`src/rtl/pipe_hazard_ctrl.sv`:
```
// Hazard unit: D-stage stall detection, D/E/M operand forwarding, MDU busy tracking.
// Latency: stall, flush and forwarding are combinational; history and MDU counter update on clk.
// Backpressure: stall freezes PC and F/D, flush_e bubbles D/E; HAZARD_PERF_EN adds stall_cnt.
module pipe_hazard_ctrl #(
   parameter int DW       = 32,
   parameter int AW       = 5,
   parameter int NSRC     = 2,
   parameter int MULT_LAT = 5,
   parameter int DIV_LAT  = 10
) (
   input  logic               clk,
   input  logic               reset,
   input  logic [NSRC*AW-1:0] d_src_a,
   input  logic [NSRC*DW-1:0] d_src_v,
   input  logic [NSRC*2-1:0]  d_src_tuse,
   input  logic               d_mdu,
   input  logic [NSRC*AW-1:0] e_src_a,
   input  logic [NSRC*DW-1:0] e_src_v,
   input  logic [AW-1:0]      m_rt_a,
   input  logic [DW-1:0]      m_rt_v,
   input  logic [AW-1:0]      e_wa,
   input  logic [AW-1:0]      m_wa,
   input  logic [AW-1:0]      w_wa,
   input  logic [DW-1:0]      e_wv,
   input  logic [DW-1:0]      m_wv,
   input  logic [DW-1:0]      w_wv,
   input  logic [1:0]         e_tnew,
   input  logic [1:0]         m_tnew,
   input  logic               mdu_start,
   input  logic               mdu_op,
   output logic               stall,
   output logic               flush_e,
   output logic               mdu_busy,
   output logic [NSRC*DW-1:0] fwd_d,
   output logic [NSRC*DW-1:0] fwd_e,
   output logic [DW-1:0]      fwd_m_rt
`ifdef HAZARD_PERF_EN
   ,
   output logic [31:0]        stall_cnt
`endif
);

   localparam int MAX_LAT = (MULT_LAT > DIV_LAT) ? MULT_LAT : DIV_LAT;
   localparam int CW      = (MAX_LAT < 1) ? 1 : $clog2(MAX_LAT + 1);
   localparam logic [1:0] TUSE_NONE = 2'd3;

   typedef struct packed {
      logic [AW-1:0] wa;
      logic [DW-1:0] wv;
   } wr_t;

   // Register 0 is hard-wired, so a zero destination never matches anything.
   function automatic logic hit(input logic [AW-1:0] a, input logic [AW-1:0] wa);
      return (a == wa) && (wa != '0);
   endfunction

   wr_t           hist;
   logic [CW-1:0] mdu_cnt;
   logic [NSRC-1:0] data_stall;
   logic          mdu_stall;

   always_ff @(posedge clk) begin
      if (reset) begin
         hist <= '0;
      end else begin
         hist.wa <= w_wa;
         hist.wv <= w_wv;
      end
   end

   // A start pulse is only honoured when idle; the counter saturates at 0.
   always_ff @(posedge clk) begin
      if (reset) begin
         mdu_cnt <= '0;
      end else if (mdu_cnt != '0) begin
         mdu_cnt <= mdu_cnt - 1'b1;
      end else if (mdu_start) begin
         mdu_cnt <= mdu_op ? CW'(DIV_LAT) : CW'(MULT_LAT);
      end
   end

   assign mdu_busy  = (mdu_cnt != '0);
   assign mdu_stall = d_mdu && (mdu_start || mdu_busy);

   for (genvar k = 0; k < NSRC; k++) begin : g_dsrc
      logic [AW-1:0] a;
      logic [1:0]    tuse;
      logic          he, hm, hw;

      assign a    = d_src_a[k*AW +: AW];
      assign tuse = d_src_tuse[k*2 +: 2];
      assign he   = hit(a, e_wa);
      assign hm   = hit(a, m_wa);
      assign hw   = hit(a, w_wa);

      // The E producer, when it matches, hides any older M producer.
      assign data_stall[k] = (tuse != TUSE_NONE) &&
                             ((he && (e_tnew > tuse)) || (!he && hm && (m_tnew > tuse)));

      assign fwd_d[k*DW +: DW] = (he && (e_tnew == 2'd0)) ? e_wv :
                                 (hm && (m_tnew == 2'd0)) ? m_wv :
                                 hw                       ? w_wv :
                                                            d_src_v[k*DW +: DW];
   end

   for (genvar k = 0; k < NSRC; k++) begin : g_esrc
      logic [AW-1:0] a;

      assign a = e_src_a[k*AW +: AW];
      assign fwd_e[k*DW +: DW] = hit(a, m_wa)    ? m_wv    :
                                 hit(a, w_wa)    ? w_wv    :
                                 hit(a, hist.wa) ? hist.wv :
                                                   e_src_v[k*DW +: DW];
   end

   assign fwd_m_rt = hit(m_rt_a, w_wa)    ? w_wv    :
                     hit(m_rt_a, hist.wa) ? hist.wv :
                                            m_rt_v;

   assign stall   = (|data_stall) || mdu_stall;
   assign flush_e = stall;

`ifdef HAZARD_PERF_EN
   always_ff @(posedge clk) begin
      if (reset) begin
         stall_cnt <= '0;
      end else if (stall) begin
         stall_cnt <= stall_cnt + 32'd1;
      end
   end
`endif

endmodule

```
`config.mk`:
```
export PLATFORM = sky130hd
export DESIGN_NAME = pipe_hazard_ctrl
export DESIGN_NICKNAME = d
export VERILOG_FILES = /design/src/rtl/pipe_hazard_ctrl.sv
export SDC_FILE = /design/constraint.sdc
export NUM_CORES = 1
export LEC_CHECK = 0
export ABC_AREA = 0
export ABC_CLOCK_PERIOD_IN_PS = 10200
export CORE_AREA = 2 2 182 184
export CTS_CLUSTER_SIZE = 14
export DETAILED_ROUTE_END_ITERATION = 8
export DIE_AREA = 0 0 184 186
export GPL_TIMING_DRIVEN = 0
export MAX_ROUTING_LAYER = met4
export PLACE_DENSITY_LB_ADDON = 0.3
export SLEW_MARGIN = 20
export SYNTH_ARGS = -nofsm -noshare
export SYNTH_HDL_FRONTEND = slang
export SYNTH_SLANG_ARGS = --single-unit
```
`constraint.sdc`:
```
create_clock -name clk -period 10.2 [get_ports clk]
set_clock_uncertainty 0.05 [all_clocks]
set_input_delay 3.06 -clock clk [delete_from_list [all_inputs] [get_ports clk]]
set_output_delay 3.06 -clock clk [all_outputs]
set_load 0.05 [all_outputs]
```
==> impl_results.md, run 1 <==
- Antenna viol nets, final: 0
- Fmax: 101.7 MHz
- Unique cell type count in the Yosys netlist: 44
- Worst Path Max Fanout: 10
- Worst R2R End: mdu_cnt[1]
- Initial antenna violation count: 1
- Flop2flop setup slack: 8.56 ns
- Die area: 0.03422 mm2
- Slowest cell on crit path: clkdlybuf4s50_1
- Clock power frac: 14.7%
- Startpoint types: primary input
- Cts bufs inserted: 5
- Critical-path cell list: clkdlybuf4s50_1 -> xor2_1 -> nor3_1 -> and3_1 -> clkbuf_1 -> clkbuf_1 -> a22o_1 -> clkdlybuf4s50_1
- Min Hold Slack: 0.4636 ns
- Largest net degree at the start of global routing: 13
- CP peak stage delay: 0.86 ns
- Setup Total Neg Slack: 0 ns
- RSZ-0062 raised after global routing: false
- Post-synthesis xor/xnor area fraction: 8.639%
- Mapped Area: 0.007097 mm2
- Status: finished clean
- Synth Flop Type: dfxtp_1
- Worst EP required: 7.09 ns
- Synth Area per Inst: 6.577 um2
- Hold crit path type: reg -> reg
- IO buf count: 461
- Post-Synth Adder-Cell Area: 1.587%
- Lkg Pwr: 4.935 nW
- Largest family of logic cells by synthesized area: compound AO/OA/AOI/OAI gates
- Row cnt: 66
- Routability cong.: 0.9392
- NetSw: 0.0005804 W
- PwrDens: 95.62 mW/mm2
- Leading cell type in the layout, fill and taps excluded: clkdlybuf4s50_1
- Yosys Warn Count: 0
- Worst R2R Path Depth: 7
- Comb pwr share: 69.4%
- Share of cells above drive strength 1: 3.488%
- Vias per cell: 5.423
- Core area: 0.03221 mm2
- Post-synthesis simple-gate area fraction: 16.03%
- Filler Cell Count: 3,379
- Number of setup violations in the final report: 0
- Seq/Total Area, Yosys: 11.57%
- Total clock sinks: 41
- Clk root buf: clkbuf_16
- Synth Area in Compound Gates: 43.27%
- DRT iter0 DRCs: 780
- Crit path depth: 8
- Post CTS Setup Buffer Count: 0
- Number of global-route vias before repair: 10,777
- Routed len/inst: 25.15 um
- Starting density of the core: 22.04%
- Post-DP HPWL: 39.32 mm
- Top delay family on crit path: buffers and inverters
- Most frequent cells in the layout: clkdlybuf4s50_1, inv_1, nor2_1
- Post-synth EDFFs: 0
- Final Hold Viols: 0
- DRC viols: 0
- Synthesized flop and latch total: 41
- Grt ovf: 0
- Actual slew at the worst max-slew pin: 1.100 ns
- Clock latency on the worst-skew pair: 0.29 ns
- Pint: 0.0006035 W
- Clock buffer depth: 2
- Hold bufs inserted after CTS: 0
- Rel. slew slack: 26.49%
- Launch point of the worst reg-to-reg path: mdu_cnt[0]
- Switching share of power: 49.02%
- Via count: 10,613
- Die Span Y: 186 um
- Routed WL: 49.22 mm
- Detailed-router iteration count before antenna repair: 5
- H-tree levels: 2
- Final Max Tran Viols: 0
- CTS clk-pin slew, worst paths: 0.06 ns
- Peak VDD IR: 0.05494 mV
- Resized cells post-CTS: 0
- Total Routing Usage GR: 28.14%
- CP endpoint kind: output port
- Gate Count Post-Synth: 1,079
- Fin crit share: 96.36%
- Die Wd: 184 um
- Final Critical Period: 9.829 ns
- Syn_nets: 1,397
- Post-synthesis mux area share: 4.513%
- Sequential fraction of design power: 15.9%
- Layout Area Growth over Synthesis: 74.47%
- TritonCTS clock tree: done
- CP Capture Point: fwd_d[0]
- I/O pin count: 472
- Async SR Flop Fraction: 0%
- Crit path kind: in -> out
- First-pass GRT wire length: 69.76 mm
- Worst path arrival time: 6.72 ns
- Crit path buffers/inverters: 4
- Total of max-cap violations: 0
- Fin nets: 1,865
- CP startpoint: d_src_a[2]
-- flip-flops by register name, indices dropped and copies added, names as in the netlist --
signal   cells
mdu_cnt      4
hist        37
-- cells by family after synthesis --
| logic type | count (synthesis) |
|---|---|
| adders and majority gates | 9 |
| and+or+nand+nor | 234 |
| buffers and inverters | 253 |
| xor gates and xnor gates | 70 |
| AOI/OAI and AO/OA | 440 |
| muxes | 32 |
| DFF | 41 |
-- worst min path at each step --
stage | from | endpoint | slack [ns] | cells after the start
global route | mdu_cnt[2] | mdu_cnt[2] | 0.50 | 2
floorplan | mdu_cnt[2] | mdu_cnt[2] | 0.42 | 2
CTS | mdu_cnt[2] | mdu_cnt[2] | 0.47 | 2
detailed placement | mdu_cnt[2] | mdu_cnt[2] | 0.45 | 2
finish | mdu_cnt[2] | mdu_cnt[2] | 0.46 | 2
global placement | mdu_cnt[2] | mdu_cnt[2] | 0.44 | 2
-- synth_stat cells (2+ instances only) --
master | n | share of area, %
and4_1 | 4 | 0.49
and4b_1 | 2 | 0.28
nand2_1 | 70 | 3.7
o21ai_0 | 70 | 4.9
a211o_1 | 2 | 0.25
clkbuf_1 | 69 | 3.6
buf_6 | 3 | 0.48
a22o_1 | 64 | 7.9
nor2b_1 | 41 | 3.6
nor2_1 | 76 | 4.0
nand4_1 | 10 | 0.88
mux2i_1 | 32 | 4.5
inv_1 | 137 | 7.2
xor2_1 | 44 | 5.4
nor3_1 | 15 | 1.1
dfxtp_1 | 41 | 12
a221oi_1 | 64 | 7.9
o21ai_1 | 30 | 2.1
o221ai_1 | 64 | 7.9
nor4_4 | 2 | 0.60
xnor2_1 | 26 | 3.2
a211oi_4 | 2 | 0.56
and3_1 | 2 | 0.18
buf_1 | 6 | 0.32
o22ai_1 | 64 | 5.6
a211oi_1 | 4 | 0.42
a21oi_1 | 70 | 4.9
buf_2 | 37 | 2.6
nand3_1 | 4 | 0.28
nand2b_1 | 2 | 0.18
ha_1 | 9 | 1.6
-- layout make-up --
cell class	count	area, um2	area share (%)
tap	408	510.5	4.123
buffer	116	508.0	4.103
sequential	41	820.8	6.629
timing repair buffer	461	4614	37.27
clock inverter	1	5.005	0.04042
inverter	137	514.2	4.153
antenna	1	2.502	0.02021
multi-input combinational	785	5254	42.43
clock buffer	7	152.6	1.233
-- power by group through the flow --
stage          Sequential [W]  Clock [W]  Combinational, W
2_1_floorplan        0.000187          0          0.000466
3_3_place_gp         0.000191          0          0.000813
3_5_place_dp         0.000192          0          0.000816
4_1_cts              0.000188   0.000180          0.000819
5_1_grt              0.000191   0.000186          0.000862
6_report             0.000188   0.000174          0.000821
-- through the flow --
step           utilization [%]  cell area [um2]  total power, W  std cells  setup slack, ns
2_1_floorplan                -             7097       0.0006536       1079            2.063
3_3_place_gp             37.95            12220        0.001005       1948           0.4424
3_5_place_dp             37.95            12220        0.001007       1948           0.4289
4_1_cts                  38.44            12380        0.001187       1956           0.4270
5_1_grt                  38.45            12380        0.001238       1957           0.2670
6_report                 38.45            12380        0.001184       1957           0.3709
-- routing by layer --
layer	vias to the layer above	track usage, %	part of all wire (%)
met5	-	-	0
li1	4892	-	-
met2	523	47.61	48
met3	73	4.696	7.0
met1	5125	34.91	43
met4	0	6.912	2.2
-- worst register-to-register path, cell delays in order, from the launching register on --
cell      delay (ns)
dfxtp_1         0.39
inv_1           0.06
ha_1            0.24
nor2b_1         0.15
nand2b_1        0.06
clkbuf_1        0.29
a211oi_1        0.09
a211oi_1        0.22
No activity file was read; power rests on OpenSTA's default activity.
==> run 2, diff against run 1 <==
--- a/config.mk
+++ b/config.mk
@@ -13,7 +13,6 @@
 export DIE_AREA = 0 0 184 186
 export GPL_TIMING_DRIVEN = 0
 export MAX_ROUTING_LAYER = met4
-export PLACE_DENSITY_LB_ADDON = 0.3
 export SLEW_MARGIN = 20
 export SYNTH_ARGS = -nofsm -noshare
 export SYNTH_HDL_FRONTEND = slang
==> run 2 against run 1 <==
  * Non-clock buffer count unchanged
  * Global-route usage up 0.62 points
  * Register-to-register slack about the same
  * Sequential cell count unchanged
  * Setup slack better by 0.12 ns
  * Total power up 0.70%
  * Sequential share of layout area about the same
  * Die area unchanged
  * Critical endpoint is now fwd_e[5]
  * Largest power group unchanged
==> impl_results.md, run 2 (synthesis results as in run 1) <==
- Status: finished clean (unchanged)
- Grt ovf: 0 (unchanged)
- Starting density of the core: 22.04% (unchanged)
- Largest regs: hist: 37 flops, mdu_cnt: 4 flops (unchanged)
- Clk root buf: clkbuf_16 (unchanged)
- Total clock sinks: 41 (unchanged)
- Number of setup violations in the final report: 0 (unchanged)
- Detailed-router iteration count before antenna repair: 5 (unchanged)
- Worst path most repeated cell: clkdlybuf4s50_1
- Row cnt: 66 (unchanged)
- Total Routing Usage GR: 28.76% (was 28.14%)
- RSZ-0062 raised after global routing: false (unchanged)
- Final Critical Period: 9.712 ns (was 9.829 ns)
- Startpoint types: primary input (unchanged)
- DRT iter0 DRCs: 846 (was 780)
- CTS clk-pin slew, worst paths: 0.06 ns (about the same)
- Die area: 0.03422 mm2 (unchanged)
- IO buf count: 461 (unchanged)
- DP Cell Count: 1,948 (unchanged)
- Number of global-route vias before repair: 10,954 (was 10,777)
- Actual slew at the worst max-slew pin: 0.8253 ns (was 1.100 ns)
- Vias per cell: 5.522 (was 5.423)
- Fin crit share: 95.21% (was 96.36%)
- Initial antenna violation count: 0 (was 1)
- First-pass GRT wire length: 71.13 mm (was 69.76 mm)
- NetSw: 0.0005885 W (was 0.0005804 W)
- Crit path depth: 8 (unchanged)
- Share of cells above drive strength 1: 3.488% (unchanged)
- Clock latency on the worst-skew pair: 0.30 ns (was 0.29 ns)
- Largest net degree at the start of global routing: 13 (unchanged)
- Crit path kind: in -> out (unchanged)
- Rel. slew slack: 44.98% (was 26.49%)
- Critical-path cell list: clkdlybuf4s50_1 -> xor2_1 -> a211oi_4 -> nand4_1 -> buf_2 -> a221oi_1 -> o22ai_1 -> clkdlybuf4s50_1 (was clkdlybuf4s50_1 -> xor2_1 -> nor3_1 -> and3_1 -> clkbuf_1 -> clkbuf_1 -> a22o_1 -> clkdlybuf4s50_1)
- PwrDens: 96.24 mW/mm2 (was 95.62 mW/mm2)
- Die Span Y: 186 um (unchanged)
- Layout Area Growth over Synthesis: 74.56% (was 74.47%)
- Crit path buffers/inverters: 3 (was 4)
- Via count: 10,801 (was 10,613)
- Leading cell type in the layout, fill and taps excluded: clkdlybuf4s50_1 (unchanged)
- Comb pwr share: 69.2% (was 69.4%)
- Total of max-cap violations: 0 (unchanged)
- Top delay family on crit path: buffers and inverters (unchanged)
- Die Wd: 184 um (unchanged)
- Max reg flops: 37 (unchanged)
- Core area: 0.03221 mm2 (unchanged)
- TritonCTS clock tree: done (unchanged)
- Routability cong.: 0.9474 (was 0.9392)
- Post CTS Setup Buffer Count: 0 (unchanged)
- Hold crit path type: reg -> reg (unchanged)
- Worst R2R Path Depth: 7 (unchanged)
- Switching share of power: 49.36% (was 49.02%)
- CP endpoint kind: output port (unchanged)
- Filler Cell Count: 3,406 (was 3,379)
- Pint: 0.0006038 W (was 0.0006035 W)
- Routed WL: 50.28 mm (was 49.22 mm)
- Slowest cell on crit path: clkdlybuf4s50_1 (unchanged)
- Layout Utilization: 38.47% (was 38.45%)
- Final Hold Viols: 0 (unchanged)
- Clock buffer depth: 2 (unchanged)
- Overall power: 0.001192 W (was 0.001184 W)
- Peak VDD IR: 0.05769 mV (was 0.05494 mV)
- DRC viols: 0 (unchanged)
- Cts bufs inserted: 5 (unchanged)
- Resized cells post-CTS: 0 (unchanged)
- Fin nets: 1,865 (unchanged)
- # diodes: 0 (was 1)
- Worst EP required: 7.09 ns (about the same)
- Worst Path Max Fanout: 10 (unchanged)
- Worst path arrival time: 6.60 ns (was 6.72 ns)
- Non-filler cells, final: 1,956 (was 1,957)
- Final Max Tran Viols: 0 (unchanged)
- Setup Total Neg Slack: 0 ns (unchanged)
- Antenna viol nets, final: 0 (unchanged)
- Post-DP HPWL: 39.28 mm (was 39.32 mm)
- Routed len/inst: 25.70 um (was 25.15 um)
- I/O pin count: 472 (unchanged)
- Fmax: 103.0 MHz (was 101.7 MHz)
- CP peak stage delay: 0.73 ns (was 0.86 ns)
- Hold bufs inserted after CTS: 0 (unchanged)
- Min-Delay Path Depth: 2 (unchanged)
- H-tree levels: 2 (unchanged)
- Largest register by flop count: hist (unchanged)
- Most frequent cells in the layout: clkdlybuf4s50_1, inv_1, nor2_1 (unchanged)
- Clock power frac: 15.1% (was 14.7%)
- Sequential fraction of design power: 15.7% (was 15.9%)
- Lkg Pwr: 4.937 nW (was 4.935 nW)
## run 2: cell count changes in the layout (fill, tap and decap cells not counted)
cell,delta
nor4b_4,+1
nor4b_2,-1
diode_2,-1
## run 2: per-stage QoR
step	setup slack (ns)	hold WS (ns)	instance area [um2]
2_1_floorplan	2.063	0.4207	7097
3_3_place_gp	0.4511	0.4394	12220
3_5_place_dp	0.4322	0.4507	12230
4_1_cts	0.4385	0.4595	12390
5_1_grt	0.4118	0.4901	12390
6_report	0.4882	0.4694	12390
## run 2: final cells by class
class	count	area, um2	share of cell area (%)
multi-input cells	785	5263	42.48
repair buffers	461	4614	37.25
flip-flops and latches	41	820.8	6.626
inverters	137	514.2	4.151
well taps	408	510.5	4.121
plain buffers	116	508.0	4.101
clock buffers	7	152.6	1.232
clock inverters	1	5.005	0.04040
## run 2: worst paths after layout
| check | startpoint | end | slack, ns |
|---|---|---|---|
| setup / recovery | e_src_a[1] | fwd_e[5] | 0.49 |
| hold / removal | mdu_cnt[2] | mdu_cnt[2] | 0.47 |
| setup reg to reg | mdu_cnt[0] | mdu_cnt[0] | 8.55 |
| hold reg to reg | mdu_cnt[2] | mdu_cnt[2] | 0.47 |
## run 2: power groups by stage
stage	clock network, W	registers, W	logic, W
global route	0.000192	0.000190	0.000863
finish	0.000180	0.000188	0.000824
global placement	0	0.000191	0.000814
floorplan	0	0.000187	0.000466
detailed placement	0	0.000191	0.000816
CTS	0.000186	0.000188	0.000820
## run 2: per-layer routing
metal | vias up | global-route usage, % | wire length, um
met5 | - | - | 0
met2 | 664 | 47.06 | 23490
met4 | 0 | 8.032 | 1296
met3 | 75 | 5.968 | 4756
li1 | 4890 | - | -
met1 | 5172 | 35.86 | 20730
## run 2: worst register-to-register path: stages, from the launching register on
cell and delay, ns:
dfxtp_1 0.40, inv_1 0.06, ha_1 0.23, nor2b_1 0.15
nand2b_1 0.07, clkbuf_1 0.29, nor3_1 0.09, a211oi_1 0.22
==> run 3, diff against run 2 <==
--- a/config.mk
+++ b/config.mk
@@ -5,7 +5,7 @@
 export SDC_FILE = /design/constraint.sdc
 export NUM_CORES = 1
 export LEC_CHECK = 0
-export ABC_AREA = 0
+export ABC_AREA = 1
 export ABC_CLOCK_PERIOD_IN_PS = 10200
 export CORE_AREA = 2 2 182 184
 export CTS_CLUSTER_SIZE = 14
==> run 3 against run 2 <==
  * Combinational power increased by 12%
  * Setup slack improved by 0.20 ns
  * Fmax increased by 2.1%
  * First-iteration DRC count increased by 30%
  * Via count increased by 25%
  * Register-to-register slack got worse by 0.06 ns
  * Clock-buffer cell count unchanged
  * Total power increased by 9.3%
  * Critical path depth unchanged
  * Synthesized cell count increased by 63%
  * Largest power group unchanged
==> impl_results.md, run 3 <==
- Status: finished clean (unchanged)
- DRC viols: 0 (unchanged)
- Resized cells post-CTS: 0 (unchanged)
- IO buf count: 462 (was 461)
- Unique cell type count in the Yosys netlist: 36 (was 44)
- Leading area contributor after synthesis: nand3_1 (was dfxtp_1)
- Worst Path Max Fanout: 10 (unchanged)
- Fin crit share: 93.29% (was 95.21%)
- I/O pin count: 472 (unchanged)
- Max reg flops: 37 (unchanged)
- Clock latency on the worst-skew pair: 0.30 ns (about the same)
- Overall power: 0.001303 W (was 0.001192 W)
- Routed WL: 55.41 mm (was 50.28 mm)
- Largest net degree at the start of global routing: 13 (unchanged)
- Top cells by count, synth: nand3_1, nand2_1, inv_1 (was inv_1, nor2_1, a21oi_1, nand2_1, o21ai_0)
- Largest regs: hist: 37 flops, mdu_cnt: 4 flops (unchanged)
- Grt ovf: 0 (unchanged)
- Mapped Area: 0.009011 mm2 (was 0.007097 mm2)
- Total clock sinks: 41 (unchanged)
- Hold bufs inserted after CTS: 0 (unchanged)
- Starting density of the core: 27.98% (was 22.04%)
- Clk root buf: clkbuf_16 (unchanged)
- Die Wd: 184 um (unchanged)
- Setup Total Neg Slack: 0 ns (unchanged)
- Worst EP required: 7.09 ns (about the same)
- Total of max-cap violations: 0 (unchanged)
- CP endpoint kind: output port (unchanged)
- RSZ-0062 raised after global routing: false (unchanged)
- Via count: 13,451 (was 10,801)
- PwrDens: 90.91 mW/mm2 (was 96.24 mW/mm2)
- Syn_nets: 2,077 (was 1,397)
- First-pass GRT wire length: 80.79 mm (was 71.13 mm)
- Antenna viol nets, final: 0 (unchanged)
- Routed len/inst: 20.98 um (was 25.70 um)
- Dominant cell by count in the synthesized netlist: nand3_1 (was inv_1)
- Post-synth top area share: 30.66% (was 11.57%)
- Startpoint types: primary input (unchanged)
- DRT iter0 DRCs: 1,097 (was 846)
- Post CTS Setup Buffer Count: 0 (unchanged)
- Die area: 0.03422 mm2 (unchanged)
- Core area: 0.03221 mm2 (unchanged)
- Vias per cell: 5.093 (was 5.522)
- Fmax: 105.1 MHz (was 103.0 MHz)
- Rel. slew slack: 41.69% (was 44.98%)
- Area contributors post-synth: nand3_1, nand2_1, inv_1, dfxtp_1, nor2_1 (was dfxtp_1, a221oi_1, a22o_1, o221ai_1, inv_1)
- Leading cell type in the layout, fill and taps excluded: nand3_1 (was clkdlybuf4s50_1)
- Number of global-route vias before repair: 13,418 (was 10,954)
- Most frequent cells in the layout: nand3_1, clkdlybuf4s50_1, nand2_1 (was clkdlybuf4s50_1, inv_1, nor2_1)
- Row cnt: 66 (unchanged)
- Clock buffer depth: 2 (unchanged)
- Crit path kind: in -> out (unchanged)
- CTS clk-pin slew, worst paths: 0.07 ns (was 0.06 ns)
- H-tree levels: 2 (unchanged)
- Async SR Flop Fraction: 0% (unchanged)
- Seq/Total Area, Yosys: 9.109% (was 11.57%)
- Peak VDD IR: 0.08273 mV (was 0.05769 mV)
- Synthesized flop and latch total: 41 (unchanged)
- Post-DP HPWL: 44.85 mm (was 39.28 mm)
- Largest register by flop count: hist (unchanged)
- Fin nets: 2,546 (was 1,865)
- Gate Count Post-Synth: 1,759 (was 1,079)
- Cts bufs inserted: 5 (unchanged)
- Worst path arrival time: 6.41 ns (was 6.60 ns)
- Final Critical Period: 9.516 ns (was 9.712 ns)
- Synth Flop Type: dfxtp_1 (unchanged)
- Final Hold Viols: 0 (unchanged)
- Synth Area per Inst: 5.123 um2 (was 6.577 um2)
- Number of setup violations in the final report: 0 (unchanged)
- Share of cells above drive strength 1: 8.075% (was 3.488%)
- Routability cong.: 0.9395 (was 0.9474)
- Final Max Tran Viols: 0 (unchanged)
- Detailed-router iteration count before antenna repair: 5 (unchanged)
- Post-synth EDFFs: 0 (unchanged)
- Total Routing Usage GR: 32.44% (was 28.76%)
- Lkg Pwr: 7.132 nW (was 4.937 nW)
- Placement Setup Slack: 0.7907 ns (was 0.4322 ns)
- Layout Area Growth over Synthesis: 59.04% (was 74.56%)
- Actual slew at the worst max-slew pin: 0.8737 ns (was 0.8253 ns)
- Yosys Warn Count: 0 (unchanged)
- Hold crit path type: reg -> reg (unchanged)
- Fin worst setup slack: 0.6841 ns (was 0.4882 ns)
- Initial antenna violation count: 4 (was 0)
- TritonCTS clock tree: done (unchanged)
- Die Span Y: 186 um (unchanged)
run 3: cell types whose count changed after synthesis, moves of 63 or more:
cell / change
a221oi_1: -63
o221ai_1: -64
o22ai_1: -63
nand2_1: +331
nand3_1: +548
o21ai_0: -65
a22o_1: -64
inv_1: +150
run 3: cell families (layout without fill, tap and decap cells):
logic type	Yosys count	count (layout)	synth area share, %
compound gates	110	110	7.054
xor+xnor	58	58	5.637
fa+ha+maj	9	9	1.250
buf+inv	427	897	20.47
flops	41	41	9.109
other cells	0	4	0
simple gates	1114	1114	56.48
run 3: worst max-delay path: stages:
cell	delay (ns)
clkdlybuf4s50_1	0.47
nor2_2	0.71
nand2_2	0.42
inv_2	0.37
buf_2	0.30
nand2_1	0.09
nand2_1	0.13
clkdlybuf4s50_1	0.84
run 3: stage by stage:
step / std cells / hold slack (ns) / instance area (um2) / util (%)
global placement: 2629 / 0.4415 / 14150 / 43.92
floorplan: 1759 / 0.4258 / 9011 / -
global route: 2641 / 0.4981 / 14330 / 44.50
detailed placement: 2629 / 0.4511 / 14150 / 43.93
finish: 2641 / 0.4650 / 14330 / 44.50
CTS: 2637 / 0.4611 / 14320 / 44.47
run 3: layer usage:
layer	routed length (um)	up-vias	track usage, %
met5	0	-	-
met4	2614	0	15.26
met3	4462	134	4.363
met2	24930	658	51.58
met1	23410	6156	40.75
li1	-	6503	-
run 3: final cells by class:
class,instances,area [um2]
multi-input combinational,1291,6349
timing repair buffer,462,4624
clock inverter,1,30.03
tap,408,510.5
clock buffer,7,142.6
sequential,41,820.8
inverter,297,1120
antenna,4,10.01
buffer,130,724.4
fill,3643,17870
run 3: path summary, 6_finish.rpt:
kind / from / end / slack, ns / depth (start not counted)
setup / recovery: e_tnew[1] / fwd_d[3] / 0.68 / 8
hold / removal: mdu_cnt[0] / mdu_cnt[0] / 0.46 / 2
setup reg to reg: mdu_cnt[0] / mdu_cnt[3] / 8.49 / 8
hold reg to reg: mdu_cnt[0] / mdu_cnt[0] / 0.46 / 2
run 3: power breakdown:
group | switching (W) | leakage, nW | internal, W
clock | 0.0000724 | 0.0841 | 0.000123
combinational | 0.000588 | 6.71 | 0.000338
sequential | 0.00000751 | 0.342 | 0.000174
